[src/rtl/program_loader_pkg.sv]
// program_loader_pkg
// Shared definitions for the program_loader boot stage.
//   - FSM state encoding (plain 3-bit constants so older tools can share it)
//   - reset values of the registered outputs
//   - is_busy(): decodes the busy flag from a state value
package program_loader_pkg;

    typedef logic [2:0] state_t;

    localparam state_t ST_IDLE  = 3'd0;
    localparam state_t ST_LEN   = 3'd1;
    localparam state_t ST_LOAD  = 3'd2;
    localparam state_t ST_CHECK = 3'd3;
    localparam state_t ST_RUN   = 3'd4;
    localparam state_t ST_DONE  = 3'd5;
    localparam state_t ST_ERROR = 3'd6;

    // Reset values of the registered control outputs. The multi-bit outputs
    // (mem_addr, mem_data, run_cycles) all reset to zero.
    localparam state_t RST_STATE   = ST_IDLE;
    localparam logic   RST_MEM_WR  = 1'b0;
    localparam logic   RST_CPU_RST = 1'b1;
    localparam logic   RST_DONE    = 1'b0;
    localparam logic   RST_ERROR   = 1'b0;

    // Busy covers every state that is in the middle of a load or a run.
    function automatic logic is_busy(input state_t st);
        return !((st == ST_IDLE) || (st == ST_DONE) || (st == ST_ERROR));
    endfunction

endpackage

[src/rtl/program_loader_if.sv]
// program_loader_if
// Byte-stream valid/ready handshake that feeds the loader.
//   in_valid  producer -> loader   byte on in_data is valid
//   in_data   producer -> loader   stream byte (DWIDTH bits)
//   in_ready  loader   -> producer loader accepts a byte this cycle
// Modports: master = stream producer, slave = program_loader.
interface program_loader_if #(
    parameter int DWIDTH = 8
);
    logic              in_valid;
    logic [DWIDTH-1:0] in_data;
    logic              in_ready;

    modport master (output in_valid, output in_data, input in_ready);
    modport slave  (input in_valid, input in_data, output in_ready);
endinterface

[src/rtl/program_loader_sat_counter.sv]
// sat_counter
// Clearable up-counter that sticks at all-ones instead of wrapping.
//   clk  rising-edge clock
//   rst  asynchronous active-low reset (count -> 0)
//   clr  synchronous clear, wins over inc
//   inc  count one step this cycle
//   cnt  current count (CWIDTH bits)
module sat_counter #(
    parameter int CWIDTH = 16
) (
    input  logic              clk,
    input  logic              rst,
    input  logic              clr,
    input  logic              inc,
    output logic [CWIDTH-1:0] cnt
);

    localparam logic [CWIDTH-1:0] CNT_ONE = {{(CWIDTH-1){1'b0}}, 1'b1};
    localparam logic [CWIDTH-1:0] CNT_MAX = {CWIDTH{1'b1}};

    always_ff @(posedge clk or negedge rst) begin
        if (!rst) begin
            cnt <= '0;
        end else if (clr) begin
            cnt <= '0;
        end else if (inc && (cnt != CNT_MAX)) begin
            cnt <= cnt + CNT_ONE;
        end
    end

endmodule

[src/rtl/program_loader.sv]
// program_loader
// Boot stage for the VERI_RISC core. Receives a length-prefixed byte stream,
// writes the program into CPU memory from address 0, holds the core in reset
// until the load is complete, then counts run cycles until the core halts.
//
// Stream format: L, then N program bytes (N = L[AWIDTH-1:0], 0 means
// 2^AWIDTH). When PROGRAM_LOADER_CHECKSUM_EN is defined a trailing byte
// follows, which must equal the DWIDTH-bit sum of L and the N program bytes;
// without the macro the CHECK state and the accumulator do not exist.
//
// Ports:
//   clk         rising-edge clock
//   rst         asynchronous active-low reset
//   start       one-cycle load request (IDLE / DONE / ERROR only)
//   in_if       byte stream (slave side of program_loader_if)
//   mem_wr      memory write strobe, one cycle per program byte
//   mem_addr    write address
//   mem_data    write data
//   cpu_halt    halt output of the core (looked at only in RUN)
//   cpu_rst     core reset, 1 holds the core in reset
//   busy        in LEN, LOAD, CHECK or RUN
//   done        core halted after a good load
//   error       load failed (bad length or checksum)
//   run_cycles  clocks spent in RUN, saturating
module program_loader
    import program_loader_pkg::*;
#(
    parameter int AWIDTH = 5,
    parameter int DWIDTH = 8,
    parameter int CWIDTH = 16
) (
    input  logic                clk,
    input  logic                rst,
    input  logic                start,
    program_loader_if.slave     in_if,
    output logic                mem_wr,
    output logic [AWIDTH-1:0]   mem_addr,
    output logic [DWIDTH-1:0]   mem_data,
    input  logic                cpu_halt,
    output logic                cpu_rst,
    output logic                busy,
    output logic                done,
    output logic                error,
    output logic [CWIDTH-1:0]   run_cycles
);

    // Byte counts run to 2^AWIDTH, so index and length carry one extra bit.
    localparam logic [AWIDTH:0] MAX_BYTES = {1'b1, {AWIDTH{1'b0}}};
    localparam logic [AWIDTH:0] IDX_ONE   = {{AWIDTH{1'b0}}, 1'b1};

    state_t            state;
    state_t            state_nxt;
    logic [AWIDTH:0]   idx;        // index of the next program byte
    logic [AWIDTH:0]   nbytes;     // program length latched from L
    logic              accept;
    logic              len_bad;
    logic [AWIDTH:0]   len_n;
    logic              last_byte;
    logic              run_clr;
    logic              run_inc;

    // Ready and busy come straight off the state register.
    assign in_if.in_ready = (state == ST_LEN) || (state == ST_LOAD) ||
                            (state == ST_CHECK);
    assign busy           = is_busy(state);

    assign accept    = in_if.in_valid && in_if.in_ready;
    assign len_bad   = (in_if.in_data >> AWIDTH) != '0;
    assign len_n     = (in_if.in_data[AWIDTH-1:0] == '0) ? MAX_BYTES
                                                         : {1'b0, in_if.in_data[AWIDTH-1:0]};
    assign last_byte = (idx == (nbytes - IDX_ONE));

`ifdef PROGRAM_LOADER_CHECKSUM_EN
    // Running sum of L and every program byte, compared in CHECK.
    logic [DWIDTH-1:0] csum;

    always_ff @(posedge clk or negedge rst) begin
        if (!rst) begin
            csum <= '0;
        end else if (accept && (state == ST_LEN)) begin
            csum <= in_if.in_data;
        end else if (accept && (state == ST_LOAD)) begin
            csum <= csum + in_if.in_data;
        end
    end
`endif

    always_comb begin
        state_nxt = state;
        case (state)
            ST_IDLE, ST_DONE, ST_ERROR: begin
                if (start) state_nxt = ST_LEN;
            end
            ST_LEN: begin
                if (accept) state_nxt = len_bad ? ST_ERROR : ST_LOAD;
            end
            ST_LOAD: begin
`ifdef PROGRAM_LOADER_CHECKSUM_EN
                if (accept && last_byte) state_nxt = ST_CHECK;
`else
                if (accept && last_byte) state_nxt = ST_RUN;
`endif
            end
`ifdef PROGRAM_LOADER_CHECKSUM_EN
            ST_CHECK: begin
                if (accept) state_nxt = (in_if.in_data == csum) ? ST_RUN : ST_ERROR;
            end
`endif
            ST_RUN: begin
                if (cpu_halt) state_nxt = ST_DONE;
            end
            default: state_nxt = ST_IDLE;
        endcase
    end

    // Control outputs are registered from the next state so they line up
    // with the state they describe (cpu_rst falls on the first RUN cycle).
    always_ff @(posedge clk or negedge rst) begin
        if (!rst) begin
            state    <= RST_STATE;
            idx      <= '0;
            nbytes   <= '0;
            mem_wr   <= RST_MEM_WR;
            mem_addr <= '0;
            mem_data <= '0;
            cpu_rst  <= RST_CPU_RST;
            done     <= RST_DONE;
            error    <= RST_ERROR;
        end else begin
            state   <= state_nxt;
            mem_wr  <= accept && (state == ST_LOAD);
            cpu_rst <= !((state_nxt == ST_RUN) || (state_nxt == ST_DONE));
            done    <= (state_nxt == ST_DONE);
            error   <= (state_nxt == ST_ERROR);

            if (accept && (state == ST_LEN)) begin
                nbytes <= len_n;
                idx    <= '0;
            end

            // Address comes from the low bits only; idx may reach 2^AWIDTH
            // after the final byte but is never used as an address there.
            if (accept && (state == ST_LOAD)) begin
                mem_addr <= idx[AWIDTH-1:0];
                mem_data <= in_if.in_data;
                idx      <= idx + IDX_ONE;
            end
        end
    end

    // Clear on entry to LEN, count every cycle spent in RUN.
    assign run_clr = (state_nxt == ST_LEN) && (state != ST_LEN);
    assign run_inc = (state == ST_RUN);

    sat_counter #(
        .CWIDTH (CWIDTH)
    ) u_run_cnt (
        .clk (clk),
        .rst (rst),
        .clr (run_clr),
        .inc (run_inc),
        .cnt (run_cycles)
    );

endmodule

[src/flat_wrapper.sv]
// flat-port wrapper written by rule: the top's interface ports become plain ports
module program_loader_flat import program_loader_pkg::*;
#(
    parameter int AWIDTH = 5,
    parameter int DWIDTH = 8,
    parameter int CWIDTH = 16
)
  (clk, rst, start, mem_wr, mem_addr, mem_data, cpu_halt, cpu_rst, busy, done, error, run_cycles, in_if_in_valid, in_if_in_data, in_if_in_ready);
  program_loader_if #(.DWIDTH(DWIDTH)) in_if_i ();
  input  logic clk;
  input  logic rst;
  input  logic start;
  output logic mem_wr;
  output logic [AWIDTH-1:0] mem_addr;
  output logic [DWIDTH-1:0] mem_data;
  input  logic cpu_halt;
  output logic cpu_rst;
  output logic busy;
  output logic done;
  output logic error;
  output logic [CWIDTH-1:0] run_cycles;
  input wire logic [$bits(in_if_i.in_valid)-1:0] in_if_in_valid;
  input wire logic [$bits(in_if_i.in_data)-1:0] in_if_in_data;
  output wire logic [$bits(in_if_i.in_ready)-1:0] in_if_in_ready;
  assign in_if_i.in_valid = in_if_in_valid;
  assign in_if_i.in_data = in_if_in_data;
  assign in_if_in_ready = in_if_i.in_ready;
  program_loader #(.AWIDTH(AWIDTH), .DWIDTH(DWIDTH), .CWIDTH(CWIDTH)) u_core (.clk(clk), .rst(rst), .start(start), .in_if(in_if_i), .mem_wr(mem_wr), .mem_addr(mem_addr), .mem_data(mem_data), .cpu_halt(cpu_halt), .cpu_rst(cpu_rst), .busy(busy), .done(done), .error(error), .run_cycles(run_cycles));
endmodule
[config.mk]
export PLATFORM = sky130hd
export DESIGN_NAME = program_loader_flat
export DESIGN_NICKNAME = d
export VERILOG_FILES = /design/src/rtl/program_loader_pkg.sv /design/src/rtl/program_loader_if.sv /design/src/rtl/program_loader_sat_counter.sv /design/src/rtl/program_loader.sv /design/src/flat_wrapper.sv
export SDC_FILE = /design/constraint.sdc
export NUM_CORES = 1
export LEC_CHECK = 0
export CELL_PAD_IN_SITES_DETAIL_PLACEMENT = 0
export CELL_PAD_IN_SITES_GLOBAL_PLACEMENT = 1
export CORE_MARGIN = 5
export CORE_UTILIZATION = 39
export DETAILED_ROUTE_END_ITERATION = 8
export HOLD_SLACK_MARGIN = 0.15
export PLACE_DENSITY = 0.88
export SLEW_MARGIN = 5
export SYNTH_ARGS = -nofsm -noshare
export SYNTH_HDL_FRONTEND = slang
export SYNTH_SLANG_ARGS = --single-unit
[constraint.sdc]
create_clock -name clk -period 2.6 [get_ports clk]
set_clock_uncertainty 0.2 [all_clocks]
set_input_delay 0.78 -clock clk [delete_from_list [all_inputs] [get_ports clk]]
set_output_delay 0.78 -clock clk [all_outputs]
set_load 0.03 [all_outputs]
Yosys cells after proc, flatten, opt, wreduce, memory -nomap -nowiden:

Index checks and enable logic that the tools add are counted.

* memory bits (read-only): 0
* register bits: 48
* memories: 0
* word-level logic and storage cells: 56
* RAM bits: 0
* input port bits: 13
* latch bits: 0
* output and inout port bits: 35

* bitwise gates (word level): 0
* shift-type cells: 0
* equal/unequal tests: 13
* $add $sub $neg: 3
* div/mod/pow operators: 0
* $lt $le $gt $ge: 0
* reductions and logical operators: 19
* mux-type cells: 11
* multipliers: 0

Operator list (number)
* 16-bit 2-to-1 mux: 2
* 3-bit equality test (second input constant): 6
* 6-bit 2-to-1 mux: 3
* 16-bit by 1-bit adder with 16-bit output (second input constant): 1
* 16-bit != test (second input constant): 1
* 3-bit 2-to-1 mux: 5
* 3-bit one-hot mux with 4 select lines: 1
* 8-bit nonzero test: 1
* 6-bit by 1-bit adder with 6-bit output (second input constant): 1
* 3-bit by 1-bit equality test with 1-bit output (second input constant): 2
* 3-bit by 2-bit equality test with 1-bit output (second input constant): 2
* 6-bit equality test: 1
* 1-bit logical AND: 6
* 6-bit by 1-bit subtractor with 6-bit output (second input constant): 1
* 5-bit logical NOT: 1
* 1-bit logical OR: 5
* 2-bit nonzero test: 2
* 3-bit logical NOT: 1
* 3-bit by 1-bit != test with 1-bit output (second input constant): 1
* 3-bit OR reduction: 1
* 1-bit logical NOT: 2

Longest topological paths before layout:

Gate-level depths: netlist of run 1.

* word-level depth: 10
* mapped depth: 7
* depth with buffers taken out: 7

Hierarchy:

Synthesis of run 1 repeated with hierarchy kept, for this count alone.

* cell total of the unflattened synthesis: 240
* area, all modules: 2489.9 um^2

Modules (own cells, without submodules)
* program_loader: cells each 142, instances 1, area each 1547.7 um^2, seq. area each 802.0 um^2
* sat_counter: cells each 98, instances 1, area each 942.2 um^2, seq. area each 400.4 um^2

Worst setup path after synthesis of run 1:

OpenSTA, ideal clock, no wires.

* path kind: reg2out
* from: register u_core.state[2]
* to: output busy
* arrival time: 1.248 ns
* setup slack: 0.372 ns
* stages on the path, launching flop included: 4
* path buffers: 1
* required time: 1.620 ns
* cell sequence: dfrtp_1 > buf_4 > nor2_1 > a31o_2

* cells in the longest elaborated chain, start to end: 4
* elaborated cells on any way between the ends: 6
* those cells by class: eq/ne (2); reduce/logical (4)

Ends and longest elaborated chain
* start: declaration: RTL line program_loader.sv:51 `state_t state;`
* start signal: assignment: RTL line program_loader.sv:130 `state <= state_nxt;`
* 3-bit equality test / 3-bit logical NOT (equally long branches): RTL line program_loader_pkg.sv:28 `return !((st == ST_IDLE) || (st == ST_DONE) || (st == ST_ERROR));`
* 1-bit logical OR: RTL line program_loader_pkg.sv:28
* 1-bit logical OR (*): RTL line program_loader_pkg.sv:28
* 1-bit logical NOT (*): RTL line program_loader_pkg.sv:28
* end: declaration: RTL line flat_wrapper.sv:18 `output logic busy;`

Mark *: on every way between the ends. The rest lies on a longest branch, timed or not.

Final worst setup path of run 1:

* from: register u_core.cpu_rst
* to: output cpu_rst

RTL lines
* start: declaration: RTL line program_loader.sv:40 `output logic cpu_rst,`
* start signal: assignment: RTL line program_loader.sv:132 `cpu_rst <= !((state_nxt == ST_RUN) || (state_nxt == ST_DONE));`
* end: declaration: RTL line flat_wrapper.sv:17 `output logic cpu_rst;`

No word-level cell between the ends.

==> results.md, run 1 <==
* Num Clock Sinks at 48
* Ys async rst share at 1.000
* Avg WL per Cell at 13.98 microns
* Input/output buffers at 47
* Worst EP arrival at 1.50 ns
* Achievable clock frequency at 403.0 MHz
* Pre-Repair DR Iteration Count at 4
* Reg2Reg Setup Slack at 0.35 ns
* Clk root buf: clkbuf_8
* Worst path cell trace: clkdlybuf4s50_1
* CTS tree: yes
* Rows at 28
* RSZ-0062 raised after global routing: no
* Layout Nets at 332
* Die Y-Extent at 88.63 microns
* Status: finished clean
* Max Cap Viol at 0
* Die Width at 88.63 microns
* Vias at 2,029
* CP max stage cell: clkdlybuf4s50_1
* Number of global-route vias before repair at 2,017
* Synth Flop Type: dfrtp_1
* Crit-path max FO at 1
* Synthesis warning total at 0
* Worst Reg-to-Reg Cells at 7
* Delay-heaviest family, CP: buffers and inverters
* H-tree lvl count at 2
* Antenna cell count at 0
* Final-report hold violation count at 0
* Worst skew pair latency at 0.30 ns
* Die ar. at 0.007854 sq mm
* Clk slew on worst S/H paths at 0.09 ns
* DRT Wirelength at 5480 microns
* Worst Setup End Kind: primary output
* Number of synthesized flops with an enable pin at 0
* Largest net degree at the start of global routing at 27
* Total CTS buffers at 5
* Count of cell types in the netlist at 57
* Area delta synth->final at 28.96%
* Sequential area share after synthesis at 0.4987
* Layout cells sized above 1 at 0.08517
* Global-route wire length before repair at 9342 microns
* Initial DRC count at 83
* P_leak at 1.411 nW
* Crit-path max cell delay at 0.66 ns
* RD Place Congestion at 0.7607
* Required @ worst endpoint at 1.62 ns
* Synthesized area at 0.002411 sq mm
* Syn avg cell area at 9.273 sq um
* PD cells at 904.2 mW/mm^2
* Slew Viols, Final at 0
* Post-Synthesis Cells at 260
* Vias per std cell at 5.176
* Syn Nets at 276
* Hold Path Class: primary input to asynchronous set/reset pin
* Fill count at 578
* Pwr Total at 0.002811 W
* Slew headroom at 0.5086
* Post-CTS setup repair buffer count at 0
* Initial Util at 0.4048
* Terminus of the critical flop-to-flop path: u_core.done
* DRC at 0
* Crit path kind: flop to primary output
* Multi-input logic area at 0.001149 sq mm
* Measured slew at the worst slew-check pin at 0.7294 ns
* DPL Wire Length at 4031 microns
* Post-route setup TNS at 0 ns
* All-Layer GR Usage at 0.1501
* Global route total overflow at 0
* Final period util at 0.9543
* Worst-case clock buffer depth at 2
* Seq cells post-synth at 48
* CP Launch Type: flop
* Worst path bufs/invs at 1
* Crit Reg-Reg Startpoint: u_core.nbytes[0]
* Register area at 0.001202 sq mm
* Ports at 48
* Min Tclk post-route at 2.481 ns
* Peak VDD IR at 0.0005401 V
* Initial antenna violation count at 0
* Final setup viols at 0
* CORE AREA at 0.005956 sq mm
* Final ANT Viol Nets at 0
==> worst max path at each step <==
| stage | to | slack, ns | cells past startpoint | start |
|---|---|---|---|---|
| after global routing | in_if_in_ready | 0.04 | 3 | u_core.state[2] |
| final | cpu_rst | 0.12 | 1 | u_core.cpu_rst |
| after CTS | busy | 0.003 | 3 | u_core.state[1] |
| after global placement | u_core.done | 0.02 | 6 | in_if_in_valid |
| after detailed placement | u_core.done | -0.06 | 6 | in_if_in_valid |
| after floorplan | busy | 0.37 | 3 | u_core.state[2] |
==> where the power goes <==
part / leakage (nW) / switching, W / internal, W
clock network: 0.0455 / 0.000244 / 0.000217
logic: 0.725 / 0.000711 / 0.000531
registers: 0.640 / 0.000180 / 0.000929
total: 1.41 / 0.00113 / 0.00168
==> state kept, by name (all words and copies together) (netlist names) <==
signal	flops
u_core.nbytes	6
u_core.cpu_rst	1
u_core.mem_data	8
u_core.done	1
u_core.idx	6
u_core.error	1
u_core.mem_addr	5
u_core.u_run_cnt.cnt	16
u_core.state	3
u_core.mem_wr	1
==> final cells by class <==
| type | count | area share |
|---|---|---|
| inverters | 4 | 0.004829 |
| well taps | 75 | 0.03018 |
| repair buffers | 57 | 0.1799 |
| flip-flops and latches | 48 | 0.3867 |
| multi-input cells | 200 | 0.3694 |
| clock buffers | 8 | 0.02897 |
==> Yosys cell counts, types with 2 or more instances <==
library cell,instances,share of area
a21oi_1,3,0.0062
a31oi_1,2,0.0052
and2b_1,2,0.0062
and3_1,2,0.0052
buf_2,2,0.0042
clkbuf_1,3,0.0047
dfrtp_1,47,0.49
ha_1,3,0.016
inv_1,3,0.0047
mux2i_1,2,0.0083
nand2_1,64,0.10
nand2b_1,5,0.013
nand3_1,10,0.021
nand4_1,5,0.013
nor2_1,25,0.039
nor3_1,2,0.0042
o21ai_0,15,0.031
o21ai_1,3,0.0062
o31ai_1,2,0.0062
or2b_1,2,0.0062
or3_1,3,0.0078
or4_1,2,0.0062
xnor2_1,2,0.0073
xor2_1,18,0.065
==> per-layer routing <==
layer  part of all wire  track usage
met2               0.45       0.2368
met1               0.48       0.2101
met5                  0            0
met3              0.064      0.03073
met4              0.010      0.04121
==> cell usage in the layout (no fill, tap or decap), types with 5 or more instances in the layout <==
cell and n:
nor2_1 25, nand3_1 10, nand2_1 64, o21ai_0 15, nand4_1 5, buf_4 8, clkbuf_8 6, nand2b_1 5
xor2_1 18, dfrtp_1 47, clkdlybuf4s50_1 44
==> repair_timing <==
action / 4_1_cts / 5_1_grt
endpoints found under the setup margin: 2 / 1
hold buffers: 0 / 0
resized for setup: 2 / 2
==> through the flow <==
stage                     hold WS [ns]  std cells  worst slack (ns)  utilization  cell area, sq um
after floorplan                 0.2694        260            0.3716            -              2411
after global placement          0.2586        384           0.01642       0.5080              3025
after detailed placement        0.2606        384          -0.06295       0.5080              3025
after CTS                       0.2713        392          0.003047       0.5227              3113
after global routing            0.2976        392           0.04089       0.5221              3109
final                           0.2593        392            0.1187       0.5221              3109
==> kinds of logic (layout without fill, tap and decap cells) <==
family / Yosys count / in the layout / share of synthesized area
AND/OR/NAND/NOR: 134 / 134 / 0.2683
flip-flops: 48 / 48 / 0.4987
AO/OA/AOI/OAI: 41 / 41 / 0.1116
XOR/XNOR: 20 / 20 / 0.07265
buffers and inverters: 12 / 69 / 0.02491
adder cells (fa/ha/maj): 3 / 3 / 0.01557
multiplexers: 2 / 2 / 0.008303
(Power assumes the default switching activity.)
==> inputs of run 2 (changes only) <==
Settings changed: SKIP_LAST_GASP from default to 1.
==> results of run 2 <==
Final layout, timing and power as in run 1 (identical DEF).
